File: src/rtl/mips_pkg.sv
// Shared definitions for the MIPS control logic: opcode and funct values,
// ALUControl codes, ALUOp codes and the multi-cycle controller state encoding.
// No ports; imported by alu_decoder and multicycle_control_fsm.
package mips_pkg;

    // Opcodes (IR[31:26])
    localparam logic [5:0] OP_RTYPE = 6'b000000;
    localparam logic [5:0] OP_LW    = 6'b100011;
    localparam logic [5:0] OP_SW    = 6'b101011;
    localparam logic [5:0] OP_BEQ   = 6'b000100;
    localparam logic [5:0] OP_ADDI  = 6'b001000;
    localparam logic [5:0] OP_J     = 6'b000010;

    // R-type funct values (IR[5:0])
    localparam logic [5:0] FN_ADD = 6'b100000;
    localparam logic [5:0] FN_SUB = 6'b100010;
    localparam logic [5:0] FN_AND = 6'b100100;
    localparam logic [5:0] FN_OR  = 6'b100101;
    localparam logic [5:0] FN_SLT = 6'b101010;

    // ALUControl codes
    localparam logic [2:0] ALU_AND = 3'b000;
    localparam logic [2:0] ALU_OR  = 3'b001;
    localparam logic [2:0] ALU_ADD = 3'b010;
    localparam logic [2:0] ALU_SUB = 3'b110;
    localparam logic [2:0] ALU_SLT = 3'b111;

    // ALUOp codes passed from the controller to the ALU decoder
    typedef enum logic [1:0] {
        ALUOP_ADD   = 2'b00,
        ALUOP_SUB   = 2'b01,
        ALUOP_FUNCT = 2'b10
    } alu_op_t;

    // Controller states; values are visible on the debug state port
    typedef enum logic [3:0] {
        S_FETCH   = 4'd0,
        S_DECODE  = 4'd1,
        S_MEMADR  = 4'd2,
        S_MEMRD   = 4'd3,
        S_MEMWB   = 4'd4,
        S_MEMWR   = 4'd5,
        S_EXECUTE = 4'd6,
        S_ALUWB   = 4'd7,
        S_BRANCH  = 4'd8,
        S_ADDIEX  = 4'd9,
        S_ADDIWB  = 4'd10,
        S_JUMP    = 4'd11
    } state_t;

    // True for the R-type functions the datapath implements
    function automatic logic funct_supported(input logic [5:0] funct);
        logic ok;
        ok = 1'b0;
        case (funct)
            FN_ADD, FN_SUB, FN_AND, FN_OR, FN_SLT: ok = 1'b1;
            default:                               ok = 1'b0;
        endcase
        return ok;
    endfunction

endpackage

File: src/rtl/alu_decoder.sv
// ALU decoder: maps ALUOp and the R-type funct field to the 3-bit ALUControl.
// Purely combinational so the single-cycle ControlUnit can reuse it.
// Ports:
//   alu_op      in  2  00=add, 01=sub, 10=decode funct
//   funct       in  6  IR[5:0]
//   alu_control out 3  ALU operation select
module alu_decoder
    import mips_pkg::*;
(
    input  logic [1:0] alu_op,
    input  logic [5:0] funct,
    output logic [2:0] alu_control
);

    always_comb begin
        alu_control = ALU_ADD;
        case (alu_op)
            ALUOP_ADD: alu_control = ALU_ADD;
            ALUOP_SUB: alu_control = ALU_SUB;
            ALUOP_FUNCT: begin
                case (funct)
                    FN_ADD:  alu_control = ALU_ADD;
                    FN_SUB:  alu_control = ALU_SUB;
                    FN_AND:  alu_control = ALU_AND;
                    FN_OR:   alu_control = ALU_OR;
                    FN_SLT:  alu_control = ALU_SLT;
                    default: alu_control = ALU_ADD;
                endcase
            end
            default: alu_control = ALU_ADD;
        endcase
    end

endmodule

File: src/rtl/multicycle_control_fsm.sv
// Multi-cycle MIPS sequencing controller. A Moore FSM over opcode/funct that
// drives every datapath enable and mux select each cycle, with optional wait
// states in FETCH and MEMRD for slow memory.
// Ports:
//   clock, reset           rising-edge clock, synchronous active-high reset
//   opcode, funct          IR[31:26], IR[5:0]
//   PCWrite, Branch        PC load / conditional-branch enables
//   IorD, MemWrite         memory address select / write enable
//   IRWrite                instruction register load
//   MemToReg, RegDst       register write data / address selects
//   RegWrite               register file write enable
//   ALUSrcA, ALUSrcB       ALU operand selects
//   PCSrc                  next-PC select
//   ALUControl             ALU operation
//   instr_done             pulse in the final state of each instruction
//   illegal_op             pulse in DECODE for an unsupported instruction
//   state                  current state (debug)
module multicycle_control_fsm
    import mips_pkg::*;
#(
    parameter int unsigned MEM_WAIT_CYCLES = 0
) (
    input  logic       clock,
    input  logic       reset,
    input  logic [5:0] opcode,
    input  logic [5:0] funct,
    output logic       PCWrite,
    output logic       Branch,
    output logic       IorD,
    output logic       MemWrite,
    output logic       IRWrite,
    output logic       MemToReg,
    output logic       RegDst,
    output logic       RegWrite,
    output logic       ALUSrcA,
    output logic [1:0] ALUSrcB,
    output logic [1:0] PCSrc,
    output logic [2:0] ALUControl,
    output logic       instr_done,
    output logic       illegal_op,
    output logic [3:0] state
);

    localparam logic [3:0] WAIT_LAST = 4'(MEM_WAIT_CYCLES);

    state_t     state_q, state_d;
    logic [3:0] wait_cnt_q, wait_cnt_d;
    logic       wait_done;
    logic       illegal_c;

    // Per-state decode before reset gating
    logic       pc_write_c, branch_c, iord_c, mem_write_c, ir_write_c;
    logic       mem_to_reg_c, reg_dst_c, reg_write_c, alu_src_a_c;
    logic [1:0] alu_src_b_c, pc_src_c;
    logic       done_c, alu_en_c;
    logic [1:0] alu_op_c;
    logic [2:0] alu_ctrl;

    assign wait_done = (wait_cnt_q == WAIT_LAST);

    always_ff @(posedge clock) begin
        if (reset) begin
            state_q    <= S_FETCH;
            wait_cnt_q <= '0;
        end else begin
            state_q    <= state_d;
            wait_cnt_q <= wait_cnt_d;
        end
    end

    // Next-state logic
    always_comb begin
        state_d   = state_q;
        illegal_c = 1'b0;
        case (state_q)
            S_FETCH: if (wait_done) state_d = S_DECODE;
            S_DECODE: begin
                case (opcode)
                    OP_LW, OP_SW: state_d = S_MEMADR;
                    OP_RTYPE: begin
                        if (funct_supported(funct)) begin
                            state_d = S_EXECUTE;
                        end else begin
                            state_d   = S_FETCH;
                            illegal_c = 1'b1;
                        end
                    end
                    OP_BEQ:  state_d = S_BRANCH;
                    OP_ADDI: state_d = S_ADDIEX;
                    OP_J:    state_d = S_JUMP;
                    default: begin
                        state_d   = S_FETCH;
                        illegal_c = 1'b1;
                    end
                endcase
            end
            S_MEMADR:  state_d = (opcode == OP_LW) ? S_MEMRD : S_MEMWR;
            S_MEMRD:   if (wait_done) state_d = S_MEMWB;
            S_EXECUTE: state_d = S_ALUWB;
            S_ADDIEX:  state_d = S_ADDIWB;
            default:   state_d = S_FETCH;
        endcase
    end

    // Every state transition restarts the counter; only FETCH and MEMRD
    // ever self-loop, so this is the "load 0 on entry" behaviour.
    always_comb begin
        wait_cnt_d = wait_cnt_q;
        if (state_d != state_q) begin
            wait_cnt_d = '0;
        end else if (wait_cnt_q < WAIT_LAST) begin
            wait_cnt_d = wait_cnt_q + 4'd1;
        end
    end

    // Moore output decode
    always_comb begin
        pc_write_c   = 1'b0;
        branch_c     = 1'b0;
        iord_c       = 1'b0;
        mem_write_c  = 1'b0;
        ir_write_c   = 1'b0;
        mem_to_reg_c = 1'b0;
        reg_dst_c    = 1'b0;
        reg_write_c  = 1'b0;
        alu_src_a_c  = 1'b0;
        alu_src_b_c  = 2'b00;
        pc_src_c     = 2'b00;
        done_c       = 1'b0;
        alu_en_c     = 1'b0;
        alu_op_c     = ALUOP_ADD;
        case (state_q)
            S_FETCH: begin
                alu_src_b_c = 2'b01;
                alu_en_c    = 1'b1;
                pc_write_c  = wait_done;
                ir_write_c  = wait_done;
            end
            S_DECODE: begin
                alu_src_b_c = 2'b11;
                alu_en_c    = 1'b1;
            end
            S_MEMADR: begin
                alu_src_a_c = 1'b1;
                alu_src_b_c = 2'b10;
                alu_en_c    = 1'b1;
            end
            S_MEMRD: iord_c = 1'b1;
            S_MEMWB: begin
                mem_to_reg_c = 1'b1;
                reg_write_c  = 1'b1;
                done_c       = 1'b1;
            end
            S_MEMWR: begin
                iord_c      = 1'b1;
                mem_write_c = 1'b1;
                done_c      = 1'b1;
            end
            S_EXECUTE: begin
                alu_src_a_c = 1'b1;
                alu_op_c    = ALUOP_FUNCT;
                alu_en_c    = 1'b1;
            end
            S_ALUWB: begin
                reg_dst_c   = 1'b1;
                reg_write_c = 1'b1;
                done_c      = 1'b1;
            end
            S_BRANCH: begin
                alu_src_a_c = 1'b1;
                alu_op_c    = ALUOP_SUB;
                alu_en_c    = 1'b1;
                branch_c    = 1'b1;
                pc_src_c    = 2'b01;
                done_c      = 1'b1;
            end
            S_ADDIEX: begin
                alu_src_a_c = 1'b1;
                alu_src_b_c = 2'b10;
                alu_en_c    = 1'b1;
            end
            S_ADDIWB: begin
                reg_write_c = 1'b1;
                done_c      = 1'b1;
            end
            S_JUMP: begin
                pc_src_c   = 2'b10;
                pc_write_c = 1'b1;
                done_c     = 1'b1;
            end
            default: ;
        endcase
    end

    alu_decoder u_alu_decoder (
        .alu_op      (alu_op_c),
        .funct       (funct),
        .alu_control (alu_ctrl)
    );

    // States that do not use the ALU report ALUControl=000; reset blanks all.
    always_comb begin
        PCWrite    = pc_write_c;
        Branch     = branch_c;
        IorD       = iord_c;
        MemWrite   = mem_write_c;
        IRWrite    = ir_write_c;
        MemToReg   = mem_to_reg_c;
        RegDst     = reg_dst_c;
        RegWrite   = reg_write_c;
        ALUSrcA    = alu_src_a_c;
        ALUSrcB    = alu_src_b_c;
        PCSrc      = pc_src_c;
        ALUControl = alu_en_c ? alu_ctrl : 3'b000;
        instr_done = done_c;
        illegal_op = (state_q == S_DECODE) && illegal_c;
        state      = state_q;
        if (reset) begin
            PCWrite    = 1'b0;
            Branch     = 1'b0;
            IorD       = 1'b0;
            MemWrite   = 1'b0;
            IRWrite    = 1'b0;
            MemToReg   = 1'b0;
            RegDst     = 1'b0;
            RegWrite   = 1'b0;
            ALUSrcA    = 1'b0;
            ALUSrcB    = '0;
            PCSrc      = '0;
            ALUControl = '0;
            instr_done = 1'b0;
            illegal_op = 1'b0;
            state      = '0;
        end
    end

endmodule

File: config.mk
export PLATFORM = sky130hd
export DESIGN_NAME = multicycle_control_fsm
export DESIGN_NICKNAME = d
export VERILOG_FILES = /design/src/rtl/mips_pkg.sv /design/src/rtl/alu_decoder.sv /design/src/rtl/multicycle_control_fsm.sv
export SDC_FILE = /design/constraint.sdc
export NUM_CORES = 1
export LEC_CHECK = 0
export CAP_MARGIN = 10
export CORE_UTILIZATION = 29
export DETAILED_ROUTE_END_ITERATION = 12
export GPL_ROUTABILITY_DRIVEN = 0
export REMOVE_ABC_BUFFERS = 1
export SLEW_MARGIN = 15
export SYNTH_ARGS = -nofsm -noshare
export SYNTH_HDL_FRONTEND = slang
export SYNTH_SLANG_ARGS = --single-unit
File: constraint.sdc
create_clock -name clock -period 2.6 [get_ports clock]
set_clock_uncertainty 0.05 [all_clocks]
set_input_delay 0.52 -clock clock [delete_from_list [all_inputs] [get_ports clock]]
set_output_delay 0.52 -clock clock [all_outputs]
set_load 0.005 [all_outputs]
==> flow_summary.toml, run 1 <==
[timing]
postLayoutSetupSlackWorst_ns = -0.03905
fmax_mhz = 378.9
slew_violations = 0
worst_pin_slew_ns = 0.4846
min_period_ns = 2.639
fin_crit_sh_pct = 101.5
hold_viol = 0
slew_headroom_pct = 66.86
rsz0062_at_grt = "yes"
fin_setup_tns_ns = -0.03905
timing.hold.ws_ns = 0.6558
setup_viol = 1

[global_route]
grt_overflow = 0
grt_max_degree = 17
grt_first_pass_wirelength_um = 3636
grt_pass1_vias = 873
antenna_found_initial = 0
grt_util_all_layers_pct = 17.76

[drt]
totalWireLength_um = 2244
postRouteAntennaNets = 0
drt-initial-drc-count = 16
post_drt_wl_per_cell_um = 12.33
num_vias = 945
via_per_inst = 5.192
drc = 0
dr.pass1.iters = 4

[die]
io_pins = 36
core_mm2 = 0.002233
die_area_mm2 = 0.002612
die_h_um = 51.11
die_w_um = 51.11
rows = 17
start_util_pct = 31.32

[clocking]
path_clk_slew_ns = 0.03
cts_buffers = 3
htreeDepth = 1
clk_latency_ns = 0.23
cts-root-buf = "clkbuf_4"
cts_tree = "done"
clockBufferDepth = 2
clkSinkCount = 4

[power]
power.density_mw_per_mm2 = 185.0
ir_worst_vdd_v = 0.0002449
p_leak_nw = 0.5516

[worst_setup_path]
worstPathCellList = "clkdlybuf4s50_1 > nor4b_4 > a21oi_1 > nor2_1 > clkdlybuf4s50_1"
critical_path.max_stage_delay_ns = 0.59
path_class = "in -> out"
crit_top_cell = "clkdlybuf4s50_1"
start_kind = "input port"
slowest_stage = "clkdlybuf4s50_1"
reg2regPathDepth = 7
crit_arrival_ns = 2.07
required_ns = 2.03
path_max_fanout = 4
cp-end-kind = "output pin"

[logic_synthesis]
synth-async-reset-ratio_pct = 0
synthDistinctLibCells = 43
syn_avg_cell_area_um2 = 6.925
synthFlopType = "dfxtp_1"
ys_seq_area_share_pct = 11.45
netlist_instances = 101
syn_area_um2 = 699.4
synth-seq-cells = 4
synth.yosys.warnings = 0
synth_edf_count = 0

[run]
cap_violations = 0

[cells_and_area]
final_core_util_pct = 61.57
drive_gt1_share_pct = 34.42
largest_reg_flops = 4
largestRegisters = "state_q: 4 flops"
largest-register = "state_q"
syn2layout_area_growth_pct = 96.60
instances_no_fill = 182
postLayoutCellArea_mm2 = 0.001375
diodes = 0
nets = 173

[run_status]
status = "finished, violations left"
violations = "setup timing"

[place]
hpwl_um = 1721
place_area_mm2 = 0.001214
port_buffers = 35
place_inst = 178

[min_path]
hold_depth = 2
hold_class = "reg -> reg"
layer usage:
metal  routed length, µm  GRT usage (%)
met1                1029          23.32
met2                1144          30.04
met3                  71          1.786
met4                   0          5.556
met5                   0              0
synth_stat cells (all sizes together), types with 4 or more instances:
library cell | number | area share (%)
inv | 7 | 3.8
nor2 | 11 | 6.3
o21ai | 4 | 2.9
nor3 | 6 | 4.3
a21oi | 4 | 2.9
dfxtp | 4 | 11
buf | 6 | 4.7
nand2b | 8 | 7.2
timing repair:
action                     CTS  global route
hold buffers                 0             0
setup buffers                0             2
resized for setup           17            18
pin swaps                    4             7
setup endpoints to repair    8            11
power by group:
group / switching, mW / leakage, nW / internal, mW
clock: 0.0214 / 0.0138 / 0.0513
combinational: 0.0496 / 0.505 / 0.0663
sequential: 0.00241 / 0.0331 / 0.0633
final cells by class:
class	count	area [µm²]
multi-input combinational	81	681.9
fill	206	858.3
tap	28	35.03
timing repair buffer	59	528.0
inverter	7	26.28
sequential	4	81.33
clock buffer	3	22.52
final timing paths:
path              start            end  slack (ns)
min          state_q[0]     state_q[0]        0.66
min reg2reg  state_q[0]     state_q[0]        0.66
max            funct[1]  ALUControl[2]       -0.04
max reg2reg  state_q[3]     state_q[1]        0.90
worst max-delay path: cells and delay by family:
kind,cells,cell delay [ns]
AO/OA/AOI/OAI,1,0.10
buffers and inverters,2,1.09
AND/OR/NAND/NOR,2,0.35
placed cells by master (no fill, tap or decap), drive strengths merged, types with 2 or more instances in the layout:
cell,instances
or3,3
a21oi,4
nor3,6
nor2,11
dfxtp,4
nor3b,2
or2,2
inv,7
xnor2,2
a221oi,2
nand2,3
nor4b,3
clkdlybuf4s50,26
o211ai,2
nand2b,8
ha,3
dlygate4sd2,6
buf,24
nor4,3
dlymetal6s2s,2
clkbuf,3
o21ai,4
a211oi,2
nand3,3
o21a,2
cells by family after synthesis:
| family | count (synthesis) | synth area share (%) |
|---|---|---|
| and+or+nand+nor | 48 | 40.43 |
| AOI/OAI and AO/OA | 24 | 24.33 |
| buffers and inverters | 16 | 10.02 |
| adders and majority gates | 4 | 6.977 |
| DFF | 4 | 11.45 |
| xor gates and xnor gates | 3 | 3.757 |
| muxes | 2 | 3.041 |
metrics by stage:
step                      total power [mW]  setup WS [ns]
after floorplan                    0.09555         0.4160
after CTS                           0.2488        -0.1179
after global routing                0.2737        -0.1019
final                               0.2543       -0.03905
after detailed placement            0.1678        -0.3236
after global placement              0.1670        -0.3238
No activity file was read; power rests on OpenSTA's default activity.
==> run 2, diff against run 1 <==
Clock period 2.6 ns to 3 ns, I/O delays scaled along.
==> flow_summary.toml, run 2 (synthesis results as in run 1) <==
[worst_setup_path]
required_ns = 2.35
path_max_fanout = 2
reg2reg_from = "state_q[1]"
rrSetupSlack_ns = 1.41
reg2regPathDepth = 6
regToRegEndpoint = "state_q[1]"
crit_arrival_ns = 2.27
path_class = "in -> out"
cp-end-kind = "output pin"
start_kind = "input port"

[power]
internal_power_uw = 150.6
power.switching_uw = 59.36
ir_worst_vdd_v = 0.0002180
power.density_mw_per_mm2 = 169.8
sw_frac_of_total_pct = 28.28
p_clk_share_pct = 31.3
total_power_uw = 209.9
pwr-share-comb_pct = 41.9
p_leak_nw = 0.4906
p_seq_share_pct = 26.8

[cells_and_area]
largestRegisters = "state_q: 4 flops"
largest_reg_flops = 4
layout_common_cells = "clkdlybuf4s50_1 (31), buf_4 (17), nor2_1 (9)"
instances_no_fill = 175
mostFrequentLayoutCell = "clkdlybuf4s50_1"
multi_input_area_um2 = 586.8
largest-register = "state_q"
seq_area_um2 = 81.33
nets = 166
syn2layout_area_growth_pct = 76.74
drive_gt1_share_pct = 23.13
diodes = 0
fillers = 208

[timing]
fin_crit_sh_pct = 97.40
worst_pin_slew_ns = 0.4298
slew_headroom_pct = 70.60
hold_viol = 0
slew_violations = 0
min_period_ns = 2.922
setup_viol = 0
fmax_mhz = 342.2
fin_setup_tns_ns = 0

[clocking]
cts-root-buf = "clkbuf_4"
cts_tree = "done"
clkSinkCount = 4
clockBufferDepth = 2
clk_latency_ns = 0.23
path_clk_slew_ns = 0.04
htreeDepth = 1
post_cts_buffers = 0
cts_buffers = 3

[global_route]
grt_util_all_layers_pct = 16.79
grtUsageMet2_pct = 30.26
busiest_layer = "met2"
grt_max_degree = 17
grt_pass1_vias = 823
grt_first_pass_wirelength_um = 3436
grt_overflow = 0
grt_use_met3_pct = 0
antenna_found_initial = 0
grt_use_met1_pct = 21.45

[min_path]
min_from = "state_q[3]"
hold_class = "reg -> reg"
hold_depth = 2
holdPathEnd = "state_q[3]"

[drt]
postRouteAntennaNets = 0
totalWireLength_um = 2108
dr.pass1.iters = 4
drc = 0
post_drt_wl_per_cell_um = 12.05
num_vias = 890
via_per_inst = 5.086
drt-initial-drc-count = 17

[die]
io_pins = 36
die_h_um = 51.11
die_w_um = 51.11
rows = 17
core_mm2 = 0.002233
start_util_pct = 31.32
die_area_mm2 = 0.002612

[run_status]
status = "finished, final reports clean"

[place]
place_inst = 172
hpwl_um = 1676
port_buffers = 35

[run]
cap_violations = 0
run 2: worst max-delay path, cell delays in order:
cell             delay [ns]
clkdlybuf4s50_1        0.41
nand2b_4               0.16
nor4b_4                0.30
buf_4                  0.15
a21oi_1                0.07
nor2_1                 0.08
clkdlybuf4s50_1        0.50
run 2: area by class of cell:
| cell class | count | area share [%] |
|---|---|---|
| well taps | 28 | 2.834 |
| flip-flops and latches | 4 | 6.579 |
| clock buffers | 3 | 1.822 |
| multi-input cells | 81 | 47.47 |
| repair buffers | 52 | 39.17 |
| inverters | 7 | 2.125 |
run 2: power by group through the flow:
| stage | Clock, mW | Combinational (mW) | Sequential, mW |
|---|---|---|---|
| after detailed placement | 0 | 0.0844 | 0.0571 |
| after floorplan | 0 | 0.0246 | 0.0582 |
| after global placement | 0 | 0.0837 | 0.0570 |
| final | 0.0656 | 0.0880 | 0.0563 |
| after CTS | 0.0706 | 0.0854 | 0.0562 |
| after global routing | 0.0725 | 0.0962 | 0.0565 |
run 2: stage by stage:
stage | area (µm²) | hold WS [ns] | setup slack, ns | utilization (%)
floorplan | 655.6 | 0.4866 | 0.7360 | -
global placement | 1169 | 0.5785 | -0.08612 | 52.32
detailed placement | 1169 | 0.5645 | -0.06776 | 52.32
CTS | 1202 | 0.5707 | 0.008070 | 53.84
global route | 1236 | 0.6036 | -0.01810 | 55.35
finish | 1236 | 0.5582 | 0.07786 | 55.35
run 2: per-layer routing:
metal | wire length (µm) | part of all wire [%]
met3 | 40 | 1.9
met5 | 0 | 0
met2 | 1067 | 51
met4 | 0 | 0
met1 | 999 | 47
run 2: worst max path at each step:
stage | startpoint | endpoint | slack (ns) | depth (start not counted)
after detailed placement | funct[4] | ALUControl[0] | -0.07 | 6
final | funct[4] | ALUControl[2] | 0.08 | 7
after global routing | funct[4] | ALUControl[2] | -0.02 | 7
after floorplan | state_q[2] | ALUControl[0] | 0.74 | 5
after CTS | reset | PCWrite | 0.008 | 6
after global placement | reset | illegal_op | -0.09 | 5
run 2: repair_timing:
| item | CTS | global route |
|---|---|---|
| gates resized for setup | 3 | 8 |
| hold buffers | 0 | 0 |
| setup endpoints to repair | 3 | 4 |
| pin swaps | 0 | 3 |
==> run 3, diff against run 2 <==
Settings changed: CORE_MARGIN from default to 3, CTS_CLUSTER_DIAMETER from default to 40.
==> flow_summary.toml, run 3 (synthesis results as in run 1) <==
[run_status]
status = "finished, final reports clean"

[die]
die_h_um = 55.11
io_pins = 36
core_mm2 = 0.002255
die_area_mm2 = 0.003037
die_w_um = 55.11
rows = 17
start_util_pct = 31.02

[run]
cap_violations = 0

[clocking]
clockBufferDepth = 2
cts-root-buf = "clkbuf_4"
clkSinkCount = 4
cts_hold_buf = 0
cts_tree = "done"
cts_buffers = 3
path_clk_slew_ns = 0.03
htreeDepth = 1
clk_latency_ns = 0.23

[drt]
dr.pass1.iters = 4
num_vias = 890
drc = 0
via_per_inst = 5.086
totalWireLength_um = 2238
postRouteAntennaNets = 0
post_drt_wl_per_cell_um = 12.79
drt-initial-drc-count = 16

[cells_and_area]
largest_reg_flops = 4
syn2layout_area_growth_pct = 78.18
largestRegisters = "state_q: 4 flops"
instances_no_fill = 175
nets = 166
largest-register = "state_q"
drive_gt1_share_pct = 23.81
mostFrequentLayoutCell = "clkdlybuf4s50_1"
layout_common_cells = "clkdlybuf4s50_1 (33), buf_4 (17), nor2_1 (9)"
diodes = 0

[worst_setup_path]
crit_end = "ALUControl[2]"
start_kind = "input port"
rrSetupSlack_ns = 1.53
path_max_fanout = 2
regToRegEndpoint = "state_q[1]"
startpoint = "funct[5]"
reg2reg_from = "state_q[1]"
path_class = "in -> out"
cp-end-kind = "output pin"
required_ns = 2.35
reg2regPathDepth = 5
crit_arrival_ns = 2.28

[global_route]
grt_max_degree = 17
grt_overflow = 0
antenna_found_initial = 0
grt_first_pass_wirelength_um = 3408
grt_util_all_layers_pct = 15.15
grt_pass1_vias = 792

[place]
port_buffers = 35
place_inst = 172
hpwl_um = 1828

[power]
power.density_mw_per_mm2 = 170.0
total_power_uw = 211.8
ir_worst_vdd_v = 0.0002373
p_leak_nw = 0.4790

[timing]
fmax_mhz = 341.4
min_period_ns = 2.929
worst_pin_slew_ns = 0.3589
fin_crit_sh_pct = 97.63
rsz0062_at_grt = "no"
setup_viol = 0
hold_viol = 0
slew_headroom_pct = 75.46
slew_violations = 0

[min_path]
hold_class = "reg -> reg"
[run 3: power breakdown]
part           internal, mW  switching, mW  total [mW]
registers            0.0549        0.00173      0.0566
logic                0.0514         0.0387      0.0901
clock network        0.0446         0.0205      0.0651
[run 3: critical path: stages]
cell and delay [ns]:
clkdlybuf4s50_1 0.52, nand2b_4 0.09, nor4b_4 0.29, buf_4 0.15, a21oi_1 0.06, nor2_1 0.08, clkdlybuf4s50_1 0.50
[run 3: what timing repair did]
action | in CTS | in global routing
pin swaps | 0 | 2
buffers inserted | 0 | 0
gates cloned | 0 | 0
gates resized for setup | 4 | 7
endpoints found under the setup margin | 3 | 3
[run 3: final cells by class]
cell class,instances,area (µm²)
clock buffer,3,22.52
fill,231,1008
inverter,7,26.28
multi-input combinational,81,601.8
sequential,4,81.33
tap,28,35.03
timing repair buffer,52,479.2
[run 3: how the worst min path moves through the flow]
stage | depth (start not counted) | startpoint | end
after floorplan | 2 | state_q[3] | state_q[3]
after global placement | 2 | state_q[3] | state_q[3]
after detailed placement | 2 | state_q[3] | state_q[3]
after CTS | 2 | state_q[3] | state_q[3]
after global routing | 2 | state_q[3] | state_q[3]
final | 2 | state_q[3] | state_q[3]
[run 3: layer usage]
layer	track usage [%]	part of all wire, %	vias to the layer above
met5	0	0	-
met1	19.81	47	414
met4	2.429	0	0
li1	-	-	461
met2	25.98	49	15
met3	2.949	4.6	0
[run 3: per-stage QoR]
stage	TNS [ns]	utilization [%]	hold slack, ns	cell area (µm²)	setup slack (ns)
floorplan	0	-	0.4866	655.6	0.7360
global placement	-0.08861	51.83	0.5744	1169	-0.07655
detailed placement	-0.1134	51.83	0.5616	1169	-0.05575
CTS	0	53.61	0.5661	1209	0.006321
global route	0	55.27	0.5839	1246	0.01247
finish	0	55.27	0.5477	1246	0.07124
==> RTL edit, RTL diff (config.mk and constraints of run 3) <==
Register the inputs `opcode` and `funct` before use, cleared by the reset. The logic sees them one clock later. Comments in the files are not updated.
--- a/src/rtl/multicycle_control_fsm.sv
+++ b/src/rtl/multicycle_control_fsm.sv
@@ -44,4 +44,17 @@
     localparam logic [3:0] WAIT_LAST = 4'(MEM_WAIT_CYCLES);
 
+    logic [5:0] opcode_q;
+    logic [5:0] funct_q;
+
+    always_ff @(posedge clock) begin
+        if (reset) begin
+            opcode_q <= '0;
+            funct_q  <= '0;
+        end else begin
+            opcode_q <= opcode;
+            funct_q  <= funct;
+        end
+    end
+
     state_t     state_q, state_d;
     logic [3:0] wait_cnt_q, wait_cnt_d;
@@ -76,8 +89,8 @@
             S_FETCH: if (wait_done) state_d = S_DECODE;
             S_DECODE: begin
-                case (opcode)
+                case (opcode_q)
                     OP_LW, OP_SW: state_d = S_MEMADR;
                     OP_RTYPE: begin
-                        if (funct_supported(funct)) begin
+                        if (funct_supported(funct_q)) begin
                             state_d = S_EXECUTE;
                         end else begin
@@ -95,5 +108,5 @@
                 endcase
             end
-            S_MEMADR:  state_d = (opcode == OP_LW) ? S_MEMRD : S_MEMWR;
+            S_MEMADR:  state_d = (opcode_q == OP_LW) ? S_MEMRD : S_MEMWR;
             S_MEMRD:   if (wait_done) state_d = S_MEMWB;
             S_EXECUTE: state_d = S_ALUWB;
@@ -195,5 +208,5 @@
     alu_decoder u_alu_decoder (
         .alu_op      (alu_op_c),
-        .funct       (funct),
+        .funct       (funct_q),
         .alu_control (alu_ctrl)
     );
Formal check against the unedited RTL: not equivalent (a bounded check fails within 4 cycles, from zero or initial values and one cycle with reset high).
==> RTL edit against run 3 <==
Sequential cell count increased by 12; area after synthesis increased by 42%; wire length increased by 2.0%; cell count increased by 19%; first-iteration DRC count increased by 120%; combinational power increased by 23%; cell area increased by 19%; total power increased by 130%; synthesized cell count increased by 25%; worst setup slack improved by 64 ps; highest routed layer unchanged.
==> RTL edit: results (changes against run 3) <==
stage;metric;value;unit;change
run_status;run status;complete, no violations;;
setup_path;worst reg2reg endpoint;state_q[2];;
clocking;CTS Buf Count;3;;unchanged
drt;DR iter-0 viols;35;;+19
logic_synthesis;post-synthesis sequential area ratio;32.36;%;+21 points
global_route;antenna violations before repair;0;;unchanged
logic_synthesis;synth unique cells;41;;-4.7%
placed_design;worst slack at placement;0.5387;ps;+56.29 ps
setup_path;worst reg2reg setup slack;1330;ps;-200 ps
clocking;maximum clock path buffer count;2;;unchanged
logic_synthesis;top post-synthesis cells by count;17 x nor2b_1, 16 x dfxtp_1, 15 x nor2_1, 7 x inv_1, 7 x nor3_1;;
clocking;H-tree depth;1;;unchanged
global_route;GRT Overall Usage;11.39;%;-3.8 points
global_route;largest net degree at the start of global routing;22;;+5
layout;layout cell share with drive strength beyond 1;15.85;%;-8.0 points
logic_synthesis;Post-Synthesis Cells;126;;+25%
logic_synthesis;top cells by area, synth;dfxtp_1 32%, nor2b_1 11%, nor2_1 5.7%;;
logic_synthesis;FFs w/ async S/R, synth;0;%;unchanged
global_route;vias in the first global route;910;;+15%
power;Leak Pwr;0.5686;nW;+19%
setup_path;Worst R2R Start;opcode_q[1];;
drt;Pre-antenna DRT Iters;5;;+1
placed_design;IO buf count;35;;unchanged
layout;biggest registers after layout;funct_q: 6 flops, opcode_q: 6 flops, state_q: 4 flops;;
layout;Final nets;182;;+9.6%
logic_synthesis;Ys Warns;0;;unchanged
drt;vias;988;;+11%
timing;Final WS setup;135.7;ps;+64.45 ps
setup_path;critical-path maximum fanout;3;;+1
timing;worst-margin pin slew;348.3;ps;-10.57 ps
setup_path;R2R cell count;3;;-2
placed_design;dpl hpwl;1.917;mm;+4.8%
hold_path;Hold Path Class;reg2reg;;
setup_path;CP endpoint;PCWrite;;
layout;Antenna Cells;0;;unchanged
clocking;Clock Tree Root;clkbuf_4;;
global_route;first-pass GRT wire length;3.891;mm;+14%
placed_design;Placed Area;1411;um^2;+21%
clocking;Worst-path clk slew;90;ps;+60 ps
clocking;post-CTS setup buffer count;0;;unchanged
setup_path;Worst Path Arrival;2210;ps;-70 ps
setup_path;critical path startpoint;reset;;
placed_design;Post-Place Cells;204;;+19%
power;worst vdd ir;0.0002078;V;-12%
drt;DR vias/cell;4.750;;-6.6%
drt;Total Routed Length;2.282;mm;+2.0%
hold_path;Worst Hold Launch;state_q[0];;
clocking;Skew-Pair Late Insertion Delay;280;ps;+50 ps
-- RTL edit: cell count changes in the layout (fill, tap and decap cells not counted), moves of 4 or more --
| cell | delta |
|---|---|
| buf_4 | -10 |
| nor2b_1 | +16 |
| nand2b_1 | -4 |
| dfxtp_1 | +10 |
| nor2_1 | +6 |
-- RTL edit: area by class of cell --
class,count,area (um^2)
tap,44,55.05
inverter,7,26.28
clock buffer,4,36.28
sequential,16,326.6
timing repair buffer,42,404.1
fill,340,1664
multi-input combinational,95,640.6
-- RTL edit: worst max-delay path: stages --
cell and delay (ps):
clkdlybuf4s50_1 450, nor2_1 210, nor4b_2 310, or2_2 160, clkdlybuf4s50_1 490
-- RTL edit: metal layers --
metal / wire (um) / up-vias / GRT usage, %
li1: - / 511 / -
met1: 1016 / 440 / 12.73
met2: 1081 / 37 / 20.49
met3: 183 / 0 / 3.293
met4: 0 / 0 / 3.958
met5: 0 / - / 0
-- RTL edit: report_power, final --
group / internal [mW] / switching (mW)
Clock: 0.0738 / 0.0633
Combinational: 0.0666 / 0.0445
Sequential: 0.224 / 0.0116
Total: 0.364 / 0.119
-- RTL edit: worst min-delay path by stage --
stage,endpoint,slack [ps],cells past startpoint
6_report,state_q[2],590,3
5_1_grt,state_q[0],610,2
4_1_cts,state_q[2],600,3
3_5_place_dp,state_q[0],610,2
3_3_place_gp,state_q[0],610,2
2_1_floorplan,state_q[0],560,1
-- RTL edit: what timing repair did --
action                     4_1_cts  5_1_grt
hold endpoints to repair         0        0
gates resized for setup          7        6
setup endpoints to repair        3        2
pin swaps                        1        0
hold buffers                     0        0
-- RTL edit: kinds of logic after synthesis --
logic type | after synthesis | synth area share, %
flops | 16 | 32.36
fa+ha+maj | 3 | 3.793
simple gates | 65 | 37.04
buf+inv | 15 | 6.322
compound gates | 23 | 16.56
xor+xnor | 2 | 1.770
mux | 2 | 2.149
